### src/rtl/defines_package.sv
// Shared types and constants for the line clipper: endpoint struct, outcode bits,
// window limits and clipper state encoding.
package defines_package;

   typedef struct packed {
      logic signed [15:0] x;
      logic signed [15:0] y;
   } Point2D;

   localparam logic [3:0] INSIDE = 4'b0000;
   localparam logic [3:0] LEFT   = 4'b0001;
   localparam logic [3:0] RIGHT  = 4'b0010;
   localparam logic [3:0] BOTTOM = 4'b0100;
   localparam logic [3:0] TOP    = 4'b1000;

   localparam logic signed [15:0] XMIN = 16'sd0;
   localparam logic signed [15:0] XMAX = 16'sd640;
   localparam logic signed [15:0] YMIN = 16'sd0;
   localparam logic signed [15:0] YMAX = 16'sd480;

   typedef enum logic [2:0] {
      IDLE,
      CODE,
      SETUP,
      DIV,
      UPDATE,
      OUT
   } clip_state_t;

endpackage

### src/rtl/outcode.sv
// Cohen-Sutherland region code of one point against the fixed clip window.
module outcode
   import defines_package::*;
(
   input  Point2D     p,
   output logic [3:0] code
);

   always_comb begin
      code = INSIDE;
      if (p.x < XMIN) code = code | LEFT;
      if (p.x > XMAX) code = code | RIGHT;
      if (p.y < YMIN) code = code | BOTTOM;
      if (p.y > YMAX) code = code | TOP;
   end

endmodule

### src/rtl/seq_divider.sv
// Restoring unsigned divider, one quotient bit per cycle; done pulses once the
// full quotient is available, NUM_W cycles after start.
module seq_divider #(
   parameter int NUM_W = 34,
   parameter int DEN_W = 17
) (
   input  logic             clk,
   input  logic             n_rst,
   input  logic             start,
   input  logic [NUM_W-1:0] dividend,
   input  logic [DEN_W-1:0] divisor,
   output logic [NUM_W-1:0] quotient,
   output logic             done
);

   localparam int CW = $clog2(NUM_W + 1);

   logic [DEN_W-1:0] rem, den_r, src_rem, src_den, step_rem;
   logic [NUM_W-1:0] quo, src_quo, step_quo;
   logic [DEN_W:0]   trial, diff;
   logic [CW-1:0]    cnt;
   logic             busy;

   // The first step runs on the start edge itself, straight from the operands.
   always_comb begin
      src_rem = start ? '0 : rem;
      src_quo = start ? dividend : quo;
      src_den = start ? divisor : den_r;
      trial   = {src_rem, src_quo[NUM_W-1]};
      diff    = trial - {1'b0, src_den};
      if (trial >= {1'b0, src_den}) begin
         step_rem = diff[DEN_W-1:0];
         step_quo = {src_quo[NUM_W-2:0], 1'b1};
      end else begin
         step_rem = trial[DEN_W-1:0];
         step_quo = {src_quo[NUM_W-2:0], 1'b0};
      end
   end

   always_ff @(posedge clk or negedge n_rst) begin
      if (!n_rst) begin
         rem   <= '0;
         quo   <= '0;
         den_r <= '0;
         cnt   <= '0;
         busy  <= 1'b0;
         done  <= 1'b0;
      end else begin
         done <= 1'b0;
         if (start) begin
            rem   <= step_rem;
            quo   <= step_quo;
            den_r <= divisor;
            cnt   <= CW'(NUM_W - 1);
            busy  <= 1'b1;
         end else if (busy) begin
            rem <= step_rem;
            quo <= step_quo;
            cnt <= cnt - CW'(1);
            if (cnt == CW'(1)) begin
               busy <= 1'b0;
               done <= 1'b1;
            end
         end
      end
   end

   assign quotient = quo;

endmodule

### src/rtl/line_clipper.sv
// Sequential Cohen-Sutherland clipper against [0,640]x[0,480]: trivial accept,
// trivial reject, or iterative edge clipping through a shared divider.
module line_clipper
   import defines_package::*;
#(
   parameter int NUM_W    = 34,
   parameter int MAX_ITER = 4
) (
   input  logic   clk,
   input  logic   n_rst,
   input  logic   in_valid,
   output logic   in_ready,
   input  Point2D in_p0,
   input  Point2D in_p1,
   output logic   out_valid,
   input  logic   out_ready,
   output Point2D out_p0,
   output Point2D out_p1,
   output logic   rejected
);

   clip_state_t state, next_state;
   Point2D      p0, p1, pp, qq;
   logic [3:0]  c0, c1, pc;
   logic [7:0]  iter;
   logic        reject_c, sel_p0, y_edge, div_done;
   logic        sel_p0_r, y_edge_r, neg_r;

   logic signed [15:0]    edge_v, edge_r, base_r, step_v, new_c;
   logic signed [16:0]    span, off, den_s;
   logic signed [NUM_W-1:0] num_s;
   logic [NUM_W-1:0]      num_mag, div_quo;
   logic [16:0]           den_mag;

   outcode u_code0 (.p(p0), .code(c0));
   outcode u_code1 (.p(p1), .code(c1));

   assign reject_c = ((c0 & c1) != INSIDE) || (iter == 8'(MAX_ITER));

   // Edge selection and the signed num/den; the divider only sees magnitudes.
   always_comb begin
      sel_p0 = (c0 != INSIDE);
      pp     = sel_p0 ? p0 : p1;
      qq     = sel_p0 ? p1 : p0;
      pc     = sel_p0 ? c0 : c1;
      y_edge = ((pc & (TOP | BOTTOM)) != INSIDE);
      if ((pc & TOP) != INSIDE)         edge_v = YMAX;
      else if ((pc & BOTTOM) != INSIDE) edge_v = YMIN;
      else if ((pc & RIGHT) != INSIDE)  edge_v = XMAX;
      else                              edge_v = XMIN;
      if (y_edge) begin
         span  = $signed({qq.x[15], qq.x}) - $signed({pp.x[15], pp.x});
         off   = $signed({edge_v[15], edge_v}) - $signed({pp.y[15], pp.y});
         den_s = $signed({qq.y[15], qq.y}) - $signed({pp.y[15], pp.y});
      end else begin
         span  = $signed({qq.y[15], qq.y}) - $signed({pp.y[15], pp.y});
         off   = $signed({edge_v[15], edge_v}) - $signed({pp.x[15], pp.x});
         den_s = $signed({qq.x[15], qq.x}) - $signed({pp.x[15], pp.x});
      end
      num_s   = span * off;
      num_mag = num_s[NUM_W-1] ? NUM_W'(-num_s) : NUM_W'(num_s);
      den_mag = den_s[16] ? 17'(-den_s) : 17'(den_s);
   end

   seq_divider #(.NUM_W(NUM_W), .DEN_W(17)) u_div (
      .clk      (clk),
      .n_rst    (n_rst),
      .start    (state == SETUP),
      .dividend (num_mag),
      .divisor  (den_mag),
      .quotient (div_quo),
      .done     (div_done)
   );

   always_comb begin
      step_v = neg_r ? -$signed(div_quo[15:0]) : $signed(div_quo[15:0]);
      new_c  = base_r + step_v;
   end

   always_ff @(posedge clk or negedge n_rst) begin
      if (!n_rst) state <= IDLE;
      else        state <= next_state;
   end

   always_comb begin
      next_state = state;
      case (state)
         IDLE:    if (in_valid) next_state = CODE;
         CODE: begin
            if ((c0 | c1) == INSIDE) next_state = OUT;
            else if (reject_c)       next_state = IDLE;
            else                     next_state = SETUP;
         end
         SETUP:   next_state = DIV;
         DIV:     if (div_done) next_state = UPDATE;
         UPDATE:  next_state = CODE;
         OUT:     if (out_ready) next_state = IDLE;
         default: next_state = IDLE;
      endcase
   end

   // Endpoint registers double as the output registers; the clip result
   // overwrites whichever endpoint was outside.
   always_ff @(posedge clk or negedge n_rst) begin
      if (!n_rst) begin
         p0       <= '0;
         p1       <= '0;
         iter     <= '0;
         sel_p0_r <= 1'b0;
         y_edge_r <= 1'b0;
         neg_r    <= 1'b0;
         edge_r   <= '0;
         base_r   <= '0;
         rejected <= 1'b0;
      end else begin
         rejected <= (state == CODE) && ((c0 | c1) != INSIDE) && reject_c;
         if (state == IDLE && in_valid) begin
            p0   <= in_p0;
            p1   <= in_p1;
            iter <= '0;
         end
         if (state == SETUP) begin
            sel_p0_r <= sel_p0;
            y_edge_r <= y_edge;
            edge_r   <= edge_v;
            base_r   <= y_edge ? pp.x : pp.y;
            neg_r    <= num_s[NUM_W-1] ^ den_s[16];
         end
         if (state == UPDATE) begin
            iter <= iter + 8'd1;
            if (sel_p0_r) begin
               p0.x <= y_edge_r ? new_c : edge_r;
               p0.y <= y_edge_r ? edge_r : new_c;
            end else begin
               p1.x <= y_edge_r ? new_c : edge_r;
               p1.y <= y_edge_r ? edge_r : new_c;
            end
         end
      end
   end

   assign in_ready  = (state == IDLE);
   assign out_valid = (state == OUT);
   assign out_p0    = p0;
   assign out_p1    = p1;

endmodule

### config.mk
export PLATFORM = sky130hd
export DESIGN_NAME = line_clipper
export DESIGN_NICKNAME = d
export VERILOG_FILES = /design/src/rtl/defines_package.sv /design/src/rtl/outcode.sv /design/src/rtl/seq_divider.sv /design/src/rtl/line_clipper.sv
export SDC_FILE = /design/constraint.sdc
export NUM_CORES = 2
export LEC_CHECK = 0
export ABC_AREA = 1
export CORE_ASPECT_RATIO = 0.75
export CORE_UTILIZATION = 50
export DETAILED_ROUTE_END_ITERATION = 16
export PLACE_DENSITY = 0.68
export REMOVE_ABC_BUFFERS = 1
export SYNTH_ARGS = -nofsm -noshare
export SYNTH_HDL_FRONTEND = slang
export SYNTH_SLANG_ARGS = --single-unit
### constraint.sdc
create_clock -name clk -period 29.5 [get_ports clk]
set_input_delay 2.95 -clock clk [delete_from_list [all_inputs] [get_ports clk]]
set_output_delay 2.95 -clock clk [all_outputs]
set_load 0.005 [all_outputs]
### Word level (Yosys, flattened, before mapping)

Index checks and enable logic that the tools add are counted.

* $add $sub $neg: 11
* multiply operators: 1
* $lt $le $gt $ge: 9
* eq/ne operators: 10
* muxes and demuxes: 54
* bitwise operators: 3
* reductions and logical operators: 13

Operator list (number)
* 2-to-1 mux 32 bit: 8
* 2-to-1 mux 17 bit: 9
* 2-to-1 mux 34 bit: 4
* 2-to-1 mux 16 bit: 6
* subtractor 16 x 16 -> 17 bit: 4
* less-than comparator 16 x 1 -> 1 bit (second input constant): 4
* multiplier 17 x 17 -> 34 bit: 1
* negation 34 bit: 1
* greater-than comparator 16 x 10 -> 1 bit (second input constant): 2
* greater-than comparator 16 x 11 -> 1 bit (second input constant): 2
* >= comparator 18 x 17 -> 1 bit: 1
* 2-to-1 mux 3 bit: 6
* one-hot mux 3 bit (6 select lines): 1
* negation 17 bit: 1
* subtractor 17 bit: 1
* adder 16 bit: 1
* 2-to-1 mux 8 bit: 2
* negation 16 bit: 1
* nonzero test 4 bit: 4
* 2-to-1 mux 4 bit: 3
* 2-to-1 mux 6 bit: 2
* 2-to-1 mux 10 bit: 1
* 2-to-1 mux 1 bit: 9
* adder 8 x 1 -> 8 bit (second input constant): 1
* other kinds (18): 26

* bits in registers: 187
* input bits: 68
* output and inout bits: 67
* word-level logic and storage cells: 119

### Longest topological paths before layout

* word-level depth: 20
* depth in mapped cells: 74
* depth with buffers taken out: 71

### Hierarchy

From an unflattened synthesis, not the netlist that was laid out.

* cell total of the unflattened synthesis: 4066
* area total of the unflattened synthesis: 27266.2 µm²

Modules (own cells, without submodules)
* line_clipper: instances 1, cells each 3304, area each 22101.2 µm², sequential area each 2452.4 µm²
* seq_divider: instances 1, cells each 656, area each 4732.0 µm², sequential area each 1901.8 µm²
* outcode: instances 2, cells each 53, area each 216.5 µm², sequential area each 0.0 µm²

### Worst setup path after synthesis

Ideal clock, no wire load.

* path kind: register to register
* start: register p0 (netlist bit out_p0[11])
* end: register u_div.rem[15]
* setup time: 125 ps
* arrival time: 11692 ps
* data required time: 29375 ps
* path slack: 17683 ps
* cell stages (with the launch flop): 68
* path buffers: 7
* clock period less this slack: 11817 ps
* cells stage by stage: dfrtp_1 nor2_1 nand2_1 nor2_2 nand3_1 nor2_4 nand2_2 nand2_4 inv_2 nand2_4 buf_6 buf_2 buf_4 clkbuf_1 clkbuf_1 o21ai_0 ha_1 a21oi_1 [32 not listed] fa_1 nor2_1 or2_2 a21oi_1 o21ai_0 nand3_1 nand2_1 nand2_1 nand2_1 nand2_1 nand2_1 a21oi_1 or2_2 nand2_1 clkbuf_1 nand2_1 o221ai_1 nand2_1

* elaborated cells on any way between the ends: 31
* classes of those cells: 7 x add/sub; 1 x mul; 3 x order compare; 18 x mux; 2 x reduce/logical

RTL lines
* from (decl): RTL line line_clipper.sv:23 `Point2D p0, p1, pp, qq;`
* from (signal assigned): RTL line line_clipper.sv:118 `p0 <= in_p0;`
* less-than comparator 16 x 1 -> 1 bit: RTL line outcode.sv:13 `if (p.y < YMIN) code = code | BOTTOM;`
* 2-to-1 mux 3 bit: RTL line outcode.sv:13
* 2-to-1 mux 4 bit (*): RTL line outcode.sv:14 `if (p.y > YMAX) code = code | TOP;`
* nonzero test 4 bit: RTL line line_clipper.sv:42 `sel_p0 = (c0 != INSIDE);`
* 2-to-1 mux 4 bit (*): RTL line line_clipper.sv:45 `pc = sel_p0 ? c0 : c1;`
* 2-to-1 mux 16 bit: RTL line line_clipper.sv:48 `else if ((pc & BOTTOM) != INSIDE) edge_v = YMIN;`
* 2-to-1 mux 16 bit (*): RTL line line_clipper.sv:47 `if ((pc & TOP) != INSIDE) edge_v = YMAX;`
* net edge_v[5]: RTL line line_clipper.sv:29 `logic signed [15:0] edge_v, edge_r, base_r, step_v, new_c;`
* [2 not listed]
* multiplier 17 x 17 -> 34 bit (*): RTL line line_clipper.sv:60 `num_s = span * off;`
* negation 34 bit: RTL line line_clipper.sv:61 `num_mag = num_s[NUM_W-1] ? NUM_W'(-num_s) : NUM_W'(num_s);`
* 2-to-1 mux 34 bit (*): RTL line line_clipper.sv:61
* 2-to-1 mux 34 bit (*): RTL line seq_divider.sv:27 `src_quo = start ? dividend : quo;`
* subtractor 17 bit / >= comparator 18 x 17 -> 1 bit (equally long branches): RTL line seq_divider.sv:30, seq_divider.sv:31
* 2-to-1 mux 17 bit (*): RTL line seq_divider.sv:31 `if (trial >= {1'b0, src_den}) begin`
* 2-to-1 mux 17 bit: RTL line seq_divider.sv:56 `end else if (busy) begin`
* 2-to-1 mux 17 bit (*): RTL line seq_divider.sv:50 `if (start) begin`
* to (signal assigned): RTL line seq_divider.sv:51 `rem <= step_rem;`
* to (signal assigned): RTL line seq_divider.sv:57 `rem <= step_rem;`
* to (decl): RTL line seq_divider.sv:18 `logic [DEN_W-1:0] rem, den_r, src_rem, src_den, step_rem;`

Mark *: on every way through the listed nets, which the timed path passes. The rest lies on a longest branch. The select of a mux whose other input is x is not followed.
A chain may end at the register's enable or synchronous reset.

### Worst setup path after layout

* start: register p1 (netlist bit out_p1[1])
* end: register u_div.rem[13]

* cells in the longest elaborated chain, start to end: 16
* elaborated cells on any way between the ends: 28
* classes of those cells: 6 x add/sub; 1 x mul; 3 x order compare; 17 x mux; 1 x reduce/logical

Ends and longest elaborated chain
* from (decl): RTL line line_clipper.sv:23
* from (signal assigned): RTL line line_clipper.sv:119 `p1 <= in_p1;`
* less-than comparator 16 x 1 -> 1 bit: RTL line outcode.sv:13
* 2-to-1 mux 3 bit: RTL line outcode.sv:13
* 2-to-1 mux 4 bit (*): RTL line outcode.sv:14
* 2-to-1 mux 4 bit (*): RTL line line_clipper.sv:45
* 2-to-1 mux 16 bit: RTL line line_clipper.sv:48
* 2-to-1 mux 16 bit (*): RTL line line_clipper.sv:47
* net edge_v[5]: RTL line line_clipper.sv:29
* subtractor 16 x 16 -> 17 bit (on tied branches): RTL line line_clipper.sv:57, line_clipper.sv:53
* 2-to-1 mux 17 bit (*): RTL line line_clipper.sv:51 `if (y_edge) begin`
* multiplier 17 x 17 -> 34 bit (*): RTL line line_clipper.sv:60
* negation 34 bit: RTL line line_clipper.sv:61
* 2-to-1 mux 34 bit (*): RTL line line_clipper.sv:61
* 2-to-1 mux 34 bit (*): RTL line seq_divider.sv:27
* subtractor 17 bit / >= comparator 18 x 17 -> 1 bit (equally long branches): RTL line seq_divider.sv:30, seq_divider.sv:31
* 2-to-1 mux 17 bit (*): RTL line seq_divider.sv:31
* 2-to-1 mux 17 bit: RTL line seq_divider.sv:56
* 2-to-1 mux 17 bit (*): RTL line seq_divider.sv:50

Marked as above.

==> impl_results.md <==
* Number of buffers added on ports at 134
* Drt total wl at 84900 µm
* TritonCTS clock tree: done
* Crit Path Category: reg2reg
* Area occupied by multi-input gates at 18600 µm²
* Vias in the first global route at between 20000 and 25000
* Number of CTS-inserted buffers at 17
* Placement Rows at 72
* Fill count at 5078
* Leading cell type in the layout, fill and taps excluded: nand2_1
* Final cell count without fillers at 4504
* Via/cell ratio at 5.41
* Worst path slowest cell: xor2_2
* Async set-reset flop share out of synthesis at 100%
* Max Cap Violations at 0
* Initial Util at between 50 and 60%
* Worst-margin pin slew at 1.27 ns
* Final Hold Fails at 0
* Hold Path Depth at 1
* CP startpoint: out_p1[1]$_DFF_PN0_
* Mapped Cells at 3715
* Routed Antenna Nets at 0
* Final min period at 14.32 ns
* R2r startpoint: out_p1[1]$_DFF_PN0_
* Initial DRC count at between 2000 and 3000
* # hold bufs at CTS at 0
* Mapped Avg Cell Area at ~7 µm²
* Yosys reg bits at 174
* R2r endpoint: u_div.rem[13]$_DFFE_PN0P_
* Final Setup Violations at 0
* Fmax at 69.8 MHz
* Share of the yosys chip area belonging to registers at 16.7%
* Area of the core at 51500 µm²
* Antenna violations before repair at 0
* Most frequent cells in the layout: 929 x nand2_1, 679 x inv_1, 391 x nor2_1, 298 x fa_1, 243 x o21ai_0
* Final Core Density at a little under three fifths
* DRT Pass-1 Iters at 9
* EDFF count, synth at 0
* ANT cells at 0
* Dpl cells at 4472
* Setup slack, reg-to-reg at 15.18 ns
* Placer congestion estimate at 1.01
* DP HPWL at about 69000 µm
* Vias after detailed routing at between 20000 and 25000
* Die Footprint at roughly 53000 µm²
* Pin count of the biggest net entering global routing at 82
* Clock Skew at between 0.015 and 0.02 ns
* Area growth syn-to-layout at 9.89%
* Netlist cell types at between 60 and 70
* Post_cts resized at 0
* Crit end category: register
* Worst slew margin at between 10% and 20%
* Cell Area, Synth at roughly 26000 µm²
* Required time of the critical path at 29.87 ns
* Final layout net count at 4289
* CP Max Fanout at 81
* Clock transition at path regs at 0.09 ns
* Critical path launch point type: register
* Data arrival, critical path at 14.69 ns
* Grt total ovfl at 0
* Post-synth top flop: dfrtp_1
* # IOs at between 100 and 150
* Share of cells above drive strength 1 at 3.84%
* R2r worst-path depth at 62
* Unrepaired setup endpoints after global routing: false
* Per-cell routed wire length at 18.9 µm
* Global-route wire length before repair at 135000 µm
* DRC at 0
* Chip Height at 200 µm
* Root Driver: clkbuf_16
* Clk Latency, worst-skew pair at 0.47 ns
* CTS Buffer Depth at 2
* Storage cell area at ~4400 µm²
* Hold Path Class: reg2reg
* HP Start: iter[7]$_DFFE_PN0P_
* Crit-path max cell delay at about 0.98 ns
* Status: completed
* Max-slew violations at 0
* Warnings from Yosys at 0
* Setup TNS at 0 ns
* Clk sink count at 174
* Die Width at 266 µm
* Period utilisation layout at 48.6%
* GRT Total Usage at about a third
* Most frequent CP cell: nand2_1
* Worst Setup EP: u_div.rem[13]$_DFFE_PN0P_
* Setup bufs post-CTS at 0
* Htree depth at 4
[per-stage QoR]
| stage | hold slack (ns) | setup WS, ns | instance area (µm²) |
|---|---|---|---|
| after floorplan | 0.436 | 17.09 | 25600 |
| after global placement | 0.464 | 15.55 | 28000 |
| after detailed placement | 0.466 | 15.44 | 28000 |
| after CTS | 0.480 | 15.34 | 28600 |
| after global routing | 0.498 | 14.02 | 28600 |
| final | 0.479 | 15.18 | 28600 |
[metal layers]
metal  up-vias  share of wire (%)  track usage (%)
met5         -                  0                0
met4         0                1.3             5.07
met3        81                 11             9.69
met2      1112                 40             45.9
met1     11500                 48             51.2
li1      11600                  -                -
[cells in the mapped netlist, drive strengths merged, types with 3 or more instances]
cell,n,share of area [%]
o21a,9,0.26
a22o,3,0.10
and2,5,0.12
xnor2,37,1.3
clkbuf,69,0.99
a21boi,8,0.24
or2,23,0.55
o211ai,19,0.57
buf,36,0.93
mux2i,3,0.12
a21o,11,0.32
o21bai,9,0.27
ha,135,6.5
nand4,37,0.89
inv,690,9.9
nand3,183,3.5
dfrtp,174,17
a31oi,8,0.19
nor2,411,6.2
a21oi,142,2.8
o31ai,9,0.26
o221ai,10,0.34
nand2,938,14
o22ai,6,0.14
nor3,41,0.81
o21ai,267,5.2
fa,298,23
clkinv,9,0.13
nand3b,8,0.23
a211oi,4,0.12
xor2,89,3.1
nor4,9,0.24
[kinds of logic after synthesis]
| family | Yosys count | synth area share [%] |
|---|---|---|
| compound gates | 516 | 11.2 |
| fa+ha+maj | 433 | 29.4 |
| flops | 174 | 16.7 |
| mux | 3 | 0.115 |
| buf+inv | 804 | 12.0 |
| simple gates | 1659 | 26.3 |
| xor+xnor | 126 | 4.35 |
[worst max-delay path, delay by kind of cell, from the launching register on]
family	cells	cell delay, ns
adders and majority gates	10	4.70
buffers and inverters	7	0.50
xor gates and xnor gates	1	0.98
and+or+nand+nor	30	4.89
AOI/OAI and AO/OA	14	2.54
DFF	1	0.51
[flip-flops by register name, indices dropped and copies added, names as in the netlist, 3 cells and up]
name            cells
u_div.quotient     34
u_div.cnt           6
u_div.rem          17
state               3
base_r             16
u_div.den_r        17
iter                8
out_p1             32
edge_r              3
out_p0             32
[area by class of cell]
cell class                 instances  share of cell area [%]
inverter                         699                    9.16
clock inverter                    15                   0.799
timing repair buffer             159                    5.34
tap                              703                    3.07
sequential                       174                    15.2
multi-input combinational       2737                    64.9
clock buffer                      17                    1.49
[how the worst min path moves through the flow]
stage,slack [ns],to
2_1_floorplan,0.44,state[1]$_DFFE_PN0P_
3_3_place_gp,0.46,u_div.quotient[30]$_DFFE_PN0P_
3_5_place_dp,0.47,u_div.quotient[32]$_DFFE_PN0P_
4_1_cts,0.48,iter[7]$_DFFE_PN0P_
5_1_grt,0.50,iter[7]$_DFFE_PN0P_
6_report,0.48,iter[7]$_DFFE_PN0P_
Power is left out: the tool's default activity adds up to more than one toggle a clock period on the data nets, which glitch-free logic cannot reach.
